<file path="config.mk">
export PLATFORM = sky130hd
export DESIGN_NAME = peripheral_msi_slave_port_qos_ahb3
export DESIGN_NICKNAME = d
export VERILOG_FILES = /design/src/rtl/peripheral_msi_slave_port_qos_ahb3.sv
export SDC_FILE = /design/constraint.sdc
export NUM_CORES = 1
export LEC_CHECK = 0
export ABC_AREA = 1
export BUFFER_PORTS_ARGS = -buffer_cell sky130_fd_sc_hd__buf_4
export CAP_MARGIN = 20
export CELL_PAD_IN_SITES_DETAIL_PLACEMENT = 1
export CELL_PAD_IN_SITES_GLOBAL_PLACEMENT = 1
export CORE_AREA = 2 2 399 401
export CTS_CLUSTER_DIAMETER = 40
export DETAILED_ROUTE_END_ITERATION = 16
export DIE_AREA = 0 0 401 403
export GPL_TIMING_DRIVEN = 0
export HOLD_SLACK_MARGIN = 0.06
export PLACE_DENSITY_LB_ADDON = 0.25
export SETUP_SLACK_MARGIN = 0.02
export SYNTH_ARGS = -nofsm -noshare
export SYNTH_HDL_FRONTEND = slang
export SYNTH_SLANG_ARGS = --single-unit
export TNS_END_PERCENT = 5
</file>
<file path="constraint.sdc">
create_clock -name HCLK -period 12.9 [get_ports HCLK]
set_input_delay 1.935 -clock HCLK [delete_from_list [all_inputs] [get_ports HCLK]]
set_output_delay 1.935 -clock HCLK [all_outputs]
set_load 0.01 [all_outputs]
</file>
<file path="src/rtl/peripheral_msi_slave_port_qos_ahb3.sv">
// AHB3-Lite slave-port arbiter: picks one master-port to own a single slave, with
// priority levels, per-level round-robin, beat quantum, starvation aging and lock.

module peripheral_msi_slave_port_qos_ahb3_lane #(
  parameter int PRIO_BITS    = 3,
  parameter int STARVE_LIMIT = 64
) (
  input  logic                 clk,
  input  logic                 rst_n,
  input  logic                 req,
  input  logic                 granted,
  input  logic [PRIO_BITS-1:0] prio,
  output logic                 starved,
  output logic [PRIO_BITS:0]   eff_prio
);
  localparam int WAIT_W = $clog2(STARVE_LIMIT + 1);
  localparam logic [WAIT_W-1:0] LIMIT = WAIT_W'(STARVE_LIMIT);

  logic [WAIT_W-1:0] wait_cnt;

  always_ff @(posedge clk) begin
    if (!rst_n)               wait_cnt <= '0;
    else if (!req || granted) wait_cnt <= '0;
    else if (wait_cnt != LIMIT) wait_cnt <= wait_cnt + 1'b1;
  end

  // an aged requester sits one level above the highest static priority
  assign starved  = (wait_cnt == LIMIT);
  assign eff_prio = starved ? {1'b1, {PRIO_BITS{1'b0}}} : {1'b0, prio};
endmodule

module peripheral_msi_slave_port_qos_ahb3 #(
  parameter int PLEN         = 64,
  parameter int XLEN         = 64,
  parameter int MASTERS      = 5,
  parameter int PRIO_BITS    = 3,
  parameter int QUANTUM      = 16,
  parameter int STARVE_LIMIT = 64
) (
  input  logic                              HCLK,
  input  logic                              HRESETn,
  input  logic [MASTERS-1:0][PRIO_BITS-1:0] mstpriority,
  input  logic [MASTERS-1:0]                mstHSEL,
  input  logic [MASTERS-1:0][PLEN-1:0]      mstHADDR,
  input  logic [MASTERS-1:0][XLEN-1:0]      mstHWDATA,
  output logic [XLEN-1:0]                   mstHRDATA,
  input  logic [MASTERS-1:0]                mstHWRITE,
  input  logic [MASTERS-1:0][2:0]           mstHSIZE,
  input  logic [MASTERS-1:0][2:0]           mstHBURST,
  input  logic [MASTERS-1:0][3:0]           mstHPROT,
  input  logic [MASTERS-1:0][1:0]           mstHTRANS,
  input  logic [MASTERS-1:0]                mstHMASTLOCK,
  input  logic [MASTERS-1:0]                mstHREADY,
  output logic                              mstHREADYOUT,
  output logic                              mstHRESP,
  output logic                              slv_HSEL,
  output logic [PLEN-1:0]                   slv_HADDR,
  output logic [XLEN-1:0]                   slv_HWDATA,
  input  logic [XLEN-1:0]                   slv_HRDATA,
  output logic                              slv_HWRITE,
  output logic [2:0]                        slv_HSIZE,
  output logic [2:0]                        slv_HBURST,
  output logic [3:0]                        slv_HPROT,
  output logic [1:0]                        slv_HTRANS,
  output logic                              slv_HMASTLOCK,
  output logic                              slv_HREADYOUT,
  input  logic                              slv_HREADY,
  input  logic                              slv_HRESP,
  input  logic [MASTERS-1:0]                can_switch,
  output logic [MASTERS-1:0]                granted_master,
  output logic [MASTERS-1:0]                starved
);
  localparam int IDX_W  = $clog2(MASTERS);
  localparam int LVL_W  = PRIO_BITS + 1;
  localparam int LVLS   = (1 << PRIO_BITS) + 1;
  localparam int BEAT_W = $clog2(QUANTUM + 1);
  localparam logic [BEAT_W-1:0] QMAX = BEAT_W'(QUANTUM);

  logic [IDX_W-1:0]                owner, data_idx, winner, ptr;
  logic [IDX_W-1:0]                last_granted [LVLS];
  logic [BEAT_W-1:0]               beat_cnt;
  logic                            first_phase, switch_en, any_req, found;
  logic [MASTERS-1:0][LVL_W-1:0]   eff_prio;
  logic [LVL_W-1:0]                best_lvl, win_lvl;
  int                              cand;

  for (genvar m = 0; m < MASTERS; m++) begin : g_lane
    peripheral_msi_slave_port_qos_ahb3_lane #(
      .PRIO_BITS(PRIO_BITS), .STARVE_LIMIT(STARVE_LIMIT)
    ) u_lane (
      .clk(HCLK), .rst_n(HRESETn), .req(mstHSEL[m]), .granted(granted_master[m]),
      .prio(mstpriority[m]), .starved(starved[m]), .eff_prio(eff_prio[m])
    );
  end

  // highest effective level first, then round-robin after that level's pointer
  always_comb begin
    best_lvl = '0;
    any_req  = 1'b0;
    for (int m = 0; m < MASTERS; m++)
      if (mstHSEL[m] && (!any_req || eff_prio[m] > best_lvl)) begin
        best_lvl = eff_prio[m];
        any_req  = 1'b1;
      end
    ptr    = last_granted[best_lvl];
    winner = owner;
    found  = 1'b0;
    cand   = 0;
    for (int i = 1; i <= MASTERS; i++) begin
      cand = int'(ptr) + i;
      if (cand >= MASTERS) cand = cand - MASTERS;
      if (any_req && !found && mstHSEL[cand] && eff_prio[cand] == best_lvl) begin
        winner = IDX_W'(cand);
        found  = 1'b1;
      end
    end
    win_lvl = eff_prio[winner];
  end

  assign switch_en = slv_HREADY & ~mstHMASTLOCK[owner] &
                     (can_switch[owner] | ~mstHSEL[owner] | (beat_cnt == QMAX));

  always_ff @(posedge HCLK) begin
    if (!HRESETn) begin
      owner       <= '0;
      data_idx    <= '0;
      beat_cnt    <= '0;
      first_phase <= 1'b0;
      for (int l = 0; l < LVLS; l++) last_granted[l] <= '0;
    end else begin
      if (slv_HREADY) data_idx <= owner;
      if (switch_en) last_granted[win_lvl] <= winner;
      if (switch_en && winner != owner) begin
        owner       <= winner;
        beat_cnt    <= '0;
        first_phase <= 1'b1;
      end else begin
        if (slv_HREADY) first_phase <= 1'b0;
        if (slv_HREADY && slv_HTRANS[1] && beat_cnt != QMAX) beat_cnt <= beat_cnt + 1'b1;
      end
    end
  end

  always_comb begin
    granted_master = '0;
    granted_master[owner] = 1'b1;
  end

  // a SEQ right after a grant change continues nothing the slave has seen
  assign slv_HTRANS    = (first_phase && mstHTRANS[owner] == 2'b11) ? 2'b10 : mstHTRANS[owner];
  assign slv_HSEL      = mstHSEL[owner];
  assign slv_HADDR     = mstHADDR[owner];
  assign slv_HWRITE    = mstHWRITE[owner];
  assign slv_HSIZE     = mstHSIZE[owner];
  assign slv_HBURST    = mstHBURST[owner];
  assign slv_HPROT     = mstHPROT[owner];
  assign slv_HMASTLOCK = mstHMASTLOCK[owner];
  assign slv_HREADYOUT = mstHREADY[owner];
  assign slv_HWDATA    = mstHWDATA[data_idx];
  assign mstHRDATA     = slv_HRDATA;
  assign mstHREADYOUT  = slv_HREADY;
  assign mstHRESP      = slv_HRESP;
endmodule
</file>
# Word level (Yosys, flattened, before mapping)

Memories as Yosys holds them, arrays and structs flattened.
Index checks and enable logic that the tools add are counted.

Equal/unequal tests: 19
Add/sub/neg operators: 16
Order comparisons: 18
Multiplexer cells: 95
Reductions and logical operators: 53
Bitwise gates (word level): 7

Operators by type and width:

| cell                  | number |
|---|---|
| $bmux W64 S3          | 2 |
| $lt A32 B5 Y1 const B | 5 |
| $mux W32              | 5 |
| $mux W64              | 2 |
| $mux W4               | 23 |
| $bmux W4 S3           | 7 |
| $add A7 B1 Y7 const B | 5 |
| $eq A7 B7 Y1 const B  | 5 |
| $ne A7 B7 Y1 const B  | 5 |
| $mux W1               | 32 |
| $bmux W1 S3           | 10 |
| $sub A4 B3 Y5 const B | 5 |
| $mux W3               | 8 |
| $logic_and A1 B1 Y1   | 23 |
| $eq A4 B4 Y1          | 5 |
| $ge A4 B3 Y1 const B  | 5 |
| $bmux W3 S3           | 2 |
| $gt A4 B4 Y1          | 4 |
| $logic_not A1 Y1      | 13 |
| $lt A3 B4 Y1 const B  | 3 |
| $reduce_or A2 Y1      | 6 |
| $logic_or A1 B1 Y1    | 9 |
| $add A3 B2 Y4 const B | 2 |
| $add A3 B3 Y4 const B | 2 |
| 15 further kinds      | 20 |

Memories kept: 1
Input port bits: 808
Register bits after elaboration: 47
RAM bits: 27
Output and inout bits: 220
Word-level logic and storage cells: 218

Memories:

| memory       | depth | bits a word | read ports | clocked after memory_dff | write ports | line | RTL |
|---|---|---|---|---|---|---|---|
| last_granted | 9     | 3           | 1          | 0                        | 9           | 80   | `logic [IDX_W-1:0] last_granted [LVLS];` |

# Logic depth before layout (Yosys ltp)

Gate-level depths: netlist of the first run.
An unclocked memory read counts as a cell.

Depth after elaboration: 52
Gate-level depth with buffers: 90

# Modules after synthesis

Synthesis of the first run repeated with hierarchy kept, for this count alone.

Cells, all modules: 2347
Area, all modules: 14769.2 µm²

By module, submodules not included:

| module                                  | area an instance (µm²) | times used | cells each |
|---|---|---|---|
| peripheral_msi_slave_port_qos_ahb3      | 12748.5                | 1          | 2027 |
| peripheral_msi_slave_port_qos_ahb3_lane | 404.1                  | 5          | 64 |

# Least setup slack after synthesis of the first run

Ideal clock, no wire load.

Kind: input to register
Start point: input mstHSEL[0]
End point: memory last_granted[3][0] (netlist name), enable pin
Arrival: 10.577 ns
Path slack: 2.020 ns
Path buffers: 4
Stages on the path: 75
Library setup time: 0.303 ns
Cell sequence: buf_2 -> inv_2 -> nor2_1 -> inv_1 -> ha_1 -> nand2_1 -> nand2_1 -> nand2_1 -> nand2_1 -> nand2_1 -> nand2_2 -> nand2_4 -> o21ai_2 -> inv_1 -> ha_1 -> a21oi_1 -> o21ai_1 -> nand2_1 -> [39 not listed] -> nor2_1 -> nand3_2 -> nand2_1 -> inv_2 -> nand2_4 -> inv_2 -> nand3_4 -> nand2_1 -> inv_2 -> nand2_4 -> nand2_4 -> buf_12 -> inv_4 -> o31ai_4 -> nand2_2 -> nor2_2 -> nand2_1 -> nand2_1

RTL lines:

| element     | line | RTL |
|---|---|---|
| from (decl) | 43   | `input logic [MASTERS-1:0] mstHSEL,` |
| to (decl)   | 80   |  |

==> reports/summary.txt, run 1 <==
Layout overhead on the synthesized area - 81.0%
Synthesized area per cell - 6.03 um^2
CP bufs+invs - 11
Max-Cap Viols - 0
TritonCTS clock tree - yes
Hpwl dp - 148,000 um
First-pass GRT wire length - 210,000 um
Leak Pwr - 11.0 nW
Chip Height - 403 um
Synth Area in XOR/XNOR - 0.0166
Width of the die - 401 um
Wire length on met3 - 11,000 um
Mapped Cells - 2,190
WL met2 - 88,100 um
CTS Hold Bufs - 0
Worst slew slack as a fraction of its limit - 0.271
Clock transition at the registers of the reported paths - 0.07 ns
Maximum number of pins on one net before global-route repair - 17
Final-report hold violation count - 0
Synth Area in Compound Gates - 0.231
Layout cells sized above 1 - 0.401
Area share of and/or/nand/nor cells after synthesis - 0.419
Number of filler cells placed in the layout - 19,460
Highest net fanout along the worst path - 16
Cell count after placement - 5,250
Maximum root-to-sink buffer count - 2
Starting utilization of the core area - 0.0839
Total of flip-flops plus latches after synthesis - 83
Dominant register cell in the synthesized netlist - dfxtp_1
Time the worst path needs with I/O delays and setup - 11.93 ns
EDFF count, synth - 36
Initial antenna violation count - 45
Share of the cycle needed by the critical path after routing - 0.925
Initial DRC Count - 1,825
Number of pins with negative max-slew slack in the final report - 0
Number of cells on the worst hold path - 2
Via count of the first global-routing pass - 20,994
Site Rows - 146
Root buffer cell - clkbuf_16
Die area - 162,000 um^2
Worst min-delay path startpoint - g_lane[3].u_lane.wait_cnt[6]
Largest delay contributor family on the critical path - simple AND/OR/NAND/NOR gates
CP max stage cell - ha_4
I/O pin cnt - 1,028
Endpoint of the lowest-slack register-to-register path - last_granted[1][2]
Arithmetic-cell share of the synthesized area counting full adders, half adders and majority gates - 0.0369
Kind of end point of the critical path - flop
Worst-Skew Late Latency - 0.37 ns
Crit-path max cell delay - 0.33 ns
Async set-reset flop share out of synthesis - 0
Final setup viols - 0
Grt ovf - 0
Non-filler cells in the finished layout - 5,307
Internal reg-to-reg setup slack - 1.54 ns
Top layer reached by signal wires - met5
Wire per inst - 31.4 um
I/O Buffers - 959
Actual transition at the worst max-transition pin - 1.09 ns
Power density over cell area - 306 nW/um^2
Setup ws final - 0.968 ns
Router iterations before antenna repair - 5
Startpoint of the worst-slack reg-to-reg timing path - g_lane[1].u_lane.wait_cnt[0]
Met1 wire length - 62,000 um
Unique masters post-synth - 58
Post-placement setup slack - -1.11 ns
Number of buffers created by CTS - 9
Peak supply drop - 207 uV
H-tree levels - 3
Class of the worst hold path - flop to flop
Mux contribution to synthesized area - 0.000758
Global placer's final weighted congestion - 0.997
Most numerous cell on the critical path - nand2_1
Worst clock skew on the final layout - 0.00679 ns
# clock sinks - 83
Arrival time reported for the critical path endpoint - 12.01 ns
Cell area after synthesis - 13,200 um^2
Maximum achievable frequency - 0.0838 GHz
Number of design rule violations left after detail routing - 0
Hold path endpoint - g_lane[3].u_lane.wait_cnt[6]
Routed vias - 20,921
Core region area - 157,000 um^2
WS Path Type - input pin to flop
Via density per instance - 3.94
Nets - 4,053
Number of cell instances on the worst register-to-register path - 78
Power, Total - 7.31 mW
Yosys Warn Count - 0
Wirelength, routed - 167,000 um
Critical path data required time - 12.98 ns
Combined global-route utilization of all metal layers - 0.196
Element type at the critical path start - input pin
Result of the run - completed
Post-detailed-route count of antenna-violating nets - 0
Register area share after synthesis - 0.153
Combinational family with the most area after synthesis - simple AND/OR/NAND/NOR gates
Setup repair after global routing missed its margin - false
-- flip-flops by register name, summed over array words and instances (netlist names) --
name                    count
beat_cnt                    5
data_idx                    3
first_phase                 1
g_lane.u_lane.wait_cnt     35
last_granted               36
owner                       3
-- Yosys cell counts, drive strengths merged, types with 39 or more instances --
cell      n  area (um^2)
clkbuf   87          327
a21oi   173          885
o21ai   119          667
a221o    65          651
buf     115          837
inv     182          696
nand3   217         1280
ha       39          488
nand4   110          716
dfxtp    47          941
nor2     97          424
a22oi    77          578
nand2   737         2970
-- timing repair --
| action | CTS | global route |
|---|---|---|
| setup buffers | 4 | 12 |
| cloned | 0 | 1 |
| endpoints found under the setup margin | 61 | 68 |
| resized for setup | 15 | 37 |
| pin swaps | 2 | 8 |
-- area by class of cell --
class,instances,area [um^2],area share
Sequential cell,83,2020,0.0845
Tap cell,2072,2590,0.108
Buffer,202,1200,0.0501
Antenna cell,24,60.1,0.00251
Clock inverter,7,50.0,0.00209
Inverter,187,723,0.0302
Multi-Input combinational cell,1727,9500,0.397
Clock buffer,9,225,0.00942
Timing Repair Buffer,996,7550,0.316
-- where the power goes --
group	switching, mW	total [mW]	internal (mW)
Clock	0.125	0.257	0.132
Sequential	0.0230	0.390	0.367
Combinational	4.56	6.66	2.10
Total	4.71	7.31	2.60
-- cell families after synthesis --
| logic type | Yosys count |
|---|---|
| compound gates | 466 |
| xor+xnor | 25 |
| fa+ha+maj | 39 |
| buf+inv | 389 |
| flops | 83 |
| mux | 1 |
| other cells | 1 |
| simple gates | 1186 |
-- per-stage QoR --
stage                     hold slack, ns   util  area, um^2  setup TNS [ns]
after floorplan                    0.439      -       13200               0
after global placement             0.446  0.146       23000          -58.65
after detailed placement           0.465  0.148       23300          -60.17
after CTS                          0.474  0.150       23600               0
after global routing               0.514  0.152       23900               0
final                              0.472  0.152       23900               0
-- per-layer routing --
metal  global-route usage  up-vias
li1                     -     9531
met1                0.219    10259
met2                0.368      979
met3               0.0370      134
met4               0.0620       18
met5                    0        -
-- how the worst max path moves through the flow --
| stage | startpoint | endpoint | slack, ns | cells past startpoint |
|---|---|---|---|---|
| after global placement | mstHSEL[0] | last_granted[4][2] | -1.08 | 70 |
| after floorplan | mstHSEL[0] | last_granted[3][0] | 2.02 | 75 |
| final | mstpriority[4] | last_granted[1][2] | 0.97 | 76 |
| after global routing | mstHSEL[0] | last_granted[1][2] | 0.03 | 81 |
| after detailed placement | mstHSEL[0] | last_granted[4][2] | -1.11 | 70 |
| after CTS | mstHSEL[0] | last_granted[4][2] | 0.19 | 73 |
-- cells in the final DEF, fill, tap and decap left out, types with 8 or more instances in the layout --
| cell type | synthesis | layout |
|---|---|---|
| buf_4 | 85 | 1077 |
| nand2_1 | 699 | 687 |
| nand3_1 | 190 | 188 |
| a21oi_1 | 170 | 170 |
| inv_1 | 153 | 149 |
| nand4_1 | 107 | 107 |
| nor2_1 | 83 | 81 |
| o21ai_0 | 81 | 81 |
| clkbuf_1 | 87 | 81 |
| a22oi_1 | 77 | 77 |
| a221o_1 | 65 | 65 |
| dfxtp_1 | 47 | 47 |
| ha_1 | 39 | 37 |
| edfxtp_1 | 36 | 36 |
| nand2_2 | 20 | 29 |
| inv_2 | 26 | 27 |
| diode_2 | 0 | 24 |
| o21ai_1 | 23 | 22 |
| nand3_2 | 19 | 21 |
| nand2_4 | 16 | 18 |
| xor2_1 | 15 | 15 |
| buf_6 | 6 | 12 |
| nor2_2 | 9 | 11 |
| o21ai_2 | 13 | 11 |
| o211ai_1 | 11 | 11 |
| buf_1 | 11 | 11 |
| xnor2_1 | 10 | 10 |
| nor3_1 | 13 | 10 |
| clkbuf_16 | 0 | 9 |
| conb_1 | 1 | 9 |
| nand3_4 | 8 | 8 |
-- worst register-to-register path, delay by kind of cell, from the launching register on --
| family | cells | cell delay, ns |
|---|---|---|
| AOI/OAI and AO/OA | 10 | 1.30 |
| adders and majority gates | 6 | 1.78 |
| buffers and inverters | 13 | 1.90 |
| DFF | 1 | 0.38 |
| and+or+nand+nor | 49 | 5.73 |
Note: power is estimated with default switching activity, not from simulation.
==> run 2, diff against run 1 <==
--- a/config.mk
+++ b/config.mk
@@ -9,11 +9,11 @@
 export BUFFER_PORTS_ARGS = -buffer_cell sky130_fd_sc_hd__buf_4
 export CAP_MARGIN = 20
 export CELL_PAD_IN_SITES_DETAIL_PLACEMENT = 1
-export CELL_PAD_IN_SITES_GLOBAL_PLACEMENT = 1
-export CORE_AREA = 2 2 399 401
+export CELL_PAD_IN_SITES_GLOBAL_PLACEMENT = 2
+export CORE_AREA = 2 2 401 403
 export CTS_CLUSTER_DIAMETER = 40
 export DETAILED_ROUTE_END_ITERATION = 16
-export DIE_AREA = 0 0 401 403
+export DIE_AREA = 0 0 403 405
 export GPL_TIMING_DRIVEN = 0
 export HOLD_SLACK_MARGIN = 0.06
 export PLACE_DENSITY_LB_ADDON = 0.25
==> run 2 against run 1 <==
Compared with the run above: global-route usage up 0.071 points; worst hold slack lost 0.0051 ns; clock power is 9.3% higher; critical endpoint is now last_granted[7][2]; sequential share of layout area is 0.11 points lower; critical path type unchanged.
==> reports/summary.txt, run 2 (synthesized netlist as in run 1, its figures left out) <==
Result of the run - completed
Largest delay contributor family on the critical path - simple AND/OR/NAND/NOR gates
Post-detailed-route count of antenna-violating nets - 0 (unchanged)
First-pass GRT wire length - 212,000 um (+1.1%)
I/O Buffers - 959 (unchanged)
Hpwl dp - 150,000 um (+1.7%)
Kind of end point of the critical path - flop
Endpoint of the lowest-slack register-to-register path - last_granted[7][2]
Arrival time reported for the critical path endpoint - 11.92 ns (-0.09 ns)
Element type at the critical path start - input pin
Layout cells sized above 1 - 0.403 (+0.00204)
Starting utilization of the core area - 0.0830 (-0.000956)
Max FFs per register - 36 (unchanged)
CTS Hold Bufs - 0 (unchanged)
Hold path endpoint - g_lane[3].u_lane.wait_cnt[6]
TritonCTS clock tree - yes
Initial antenna violation count - 69 (+53%)
Internal reg-to-reg setup slack - 1.72 ns (+0.18 ns)
Number of buffers created by CTS - 9 (unchanged)
Routed vias - 20,769 (-0.73%)
Maximum achievable frequency - 0.0844 GHz (+0.73%)
Wire per inst - 31.7 um (+1.0%)
Most common cell after layout, fill and taps aside - buf_4
I/O pin cnt - 1,028 (unchanged)
Combined global-route utilization of all metal layers - 0.196 (+0.000713)
# clock sinks - 83 (unchanged)
Router iterations before antenna repair - 5 (unchanged)
Via density per instance - 3.90 (-1.2%)
H-tree levels - 3 (unchanged)
Power, Total - 7.43 mW (+1.7%)
Setup repair after global routing missed its margin - false
Width of the die - 403 um (+0.50%)
Via count of the first global-routing pass - 21,387 (+1.9%)
Critical path data required time - 12.97 ns (about the same)
Largest registers in the final layout - last_granted x36, g_lane.u_lane.wait_cnt x35, beat_cnt x5
Number of cells on the worst hold path - 2 (unchanged)
Worst clock skew on the final layout - 0.0164 ns (+0.00963 ns)
Number of cell instances on the worst register-to-register path - 75 (-3.8%)
Post-Route Utilization - 0.152 (+0.000265)
Maximum root-to-sink buffer count - 2 (unchanged)
Worst slew slack as a fraction of its limit - 0.265 (-0.00573)
Number of design rule violations left after detail routing - 0 (unchanged)
Number of pins with negative max-slew slack in the final report - 0 (unchanged)
Power density over cell area - 307 nW/um^2 (+0.39%)
Share of the cycle needed by the critical path after routing - 0.918 (-0.00668)
Worst-Skew Late Latency - 0.37 ns (about the same)
Most used cells in the layout excluding fill and tap cells - buf_4, nand2_1, nand3_1
WS Path Type - input pin to flop
Wirelength, routed - 169,000 um (+1.5%)
Final-report hold violation count - 0 (unchanged)
Crit-path max cell delay - 0.35 ns (+0.02 ns)
Peak supply drop - 236 uV (+14%)
Initial DRC Count - 1,455 (-20%)
Nets - 4,064 (+0.27%)
Final-layout worst hold slack - 0.467 ns (-0.00513 ns)
Highest net fanout along the worst path - 16 (unchanged)
Most numerous cell on the critical path - nand2_1
Die area - 163,000 um^2 (+1.0%)
Actual transition at the worst max-transition pin - 1.09 ns (-0.00294 ns)
Clock transition at the registers of the reported paths - 0.07 ns (about the same)
Core region area - 159,000 um^2 (+1.2%)
Worst min-delay path startpoint - g_lane[3].u_lane.wait_cnt[6]
Chip Height - 405 um (+0.50%)
Layout overhead on the synthesized area - 83.4%
Time the worst path needs with I/O delays and setup - 11.85 ns (-0.0861 ns)
Global placer's final weighted congestion - 0.943 (-5.4%)
Total negative slack - 0 ns (unchanged)
Root buffer cell - clkbuf_16
Max-Cap Viols - 0 (unchanged)
Leak Pwr - 11.1 nW (+1.1%)
Startpoint of the worst-slack reg-to-reg timing path - g_lane[1].u_lane.wait_cnt[0]
CP max stage cell - ha_1
Site Rows - 147 (+0.68%)
Reg with most FFs - last_granted
Grt ovf - 0 (unchanged)
Final setup viols - 0 (unchanged)
CP bufs+invs - 14 (+3)
Class of the worst hold path - flop to flop
Maximum number of pins on one net before global-route repair - 17 (unchanged)
## run 2: cell types whose count changed in the layout (fill, tap and decap cells not counted), sizes merged
cell | previous run | this run
inv | 185 | 181
clkinv | 7 | 5
o21ai | 120 | 119
nand3 | 217 | 218
clkbuf | 97 | 101
buf | 1110 | 1122
clkinvlp | 2 | 3
diode | 24 | 22
## run 2: per-layer routing
metal	vias to the layer above	part of all wire	GRT usage
met5	-	0.00082	0
met1	10198	0.37	0.213
li1	9544	-	-
met2	846	0.53	0.374
met3	155	0.065	0.0446
met4	26	0.031	0.0595
## run 2: worst max-delay path by stage
stage                              start                 end  slack [ns]  depth (start not counted)
after global routing          mstHSEL[0]  last_granted[3][1]        0.02                         80
after CTS                     mstHSEL[0]  last_granted[0][1]        0.09                         74
after floorplan               mstHSEL[0]  last_granted[3][0]        2.02                         75
final                     mstpriority[5]  last_granted[7][2]        1.05                         70
after global placement        mstHSEL[0]  last_granted[4][0]       -1.30                         68
after detailed placement      mstHSEL[0]  last_granted[0][1]       -1.25                         74
## run 2: timing repair
action / 4_1_cts / 5_1_grt
gates cloned: 0 / 1
gates resized for setup: 19 / 42
setup buffers: 6 / 18
setup endpoints to repair: 65 / 68
pin swaps: 2 / 11
## run 2: power by group
part           internal, mW  total, mW  switching (mW)
clock network         0.159      0.281           0.122
registers             0.367      0.392          0.0251
logic                  2.19       6.76            4.57
total                  2.71       7.43            4.72
## run 2: metrics by stage
stage                     cells  worst slack, ns  cell area [um^2]
after floorplan            2198             2.02             13200
after CTS                  5289           0.0903             23900
after detailed placement   5267            -1.25             23400
final                      5330             1.05             24200
after global routing       5319           0.0248             24200
after global placement     5243            -1.30             23100
## run 2: final cells by class
type                       count  area [um^2]
sequential                    83         2020
fill                       19559       135000
clock buffer                  14          295
timing repair buffer        1007         7780
buffer                       202         1190
antenna                       22         55.1
multi-input combinational   1727         9540
clock inverter                 2         15.0
inverter                     187          733
tap                         2086         2610
## run 2: worst min-delay path, delay by kind of cell (launching register included)
family          cells  cell delay (ns)
simple gates        1             0.06
compound gates      1             0.05
flops               1             0.31
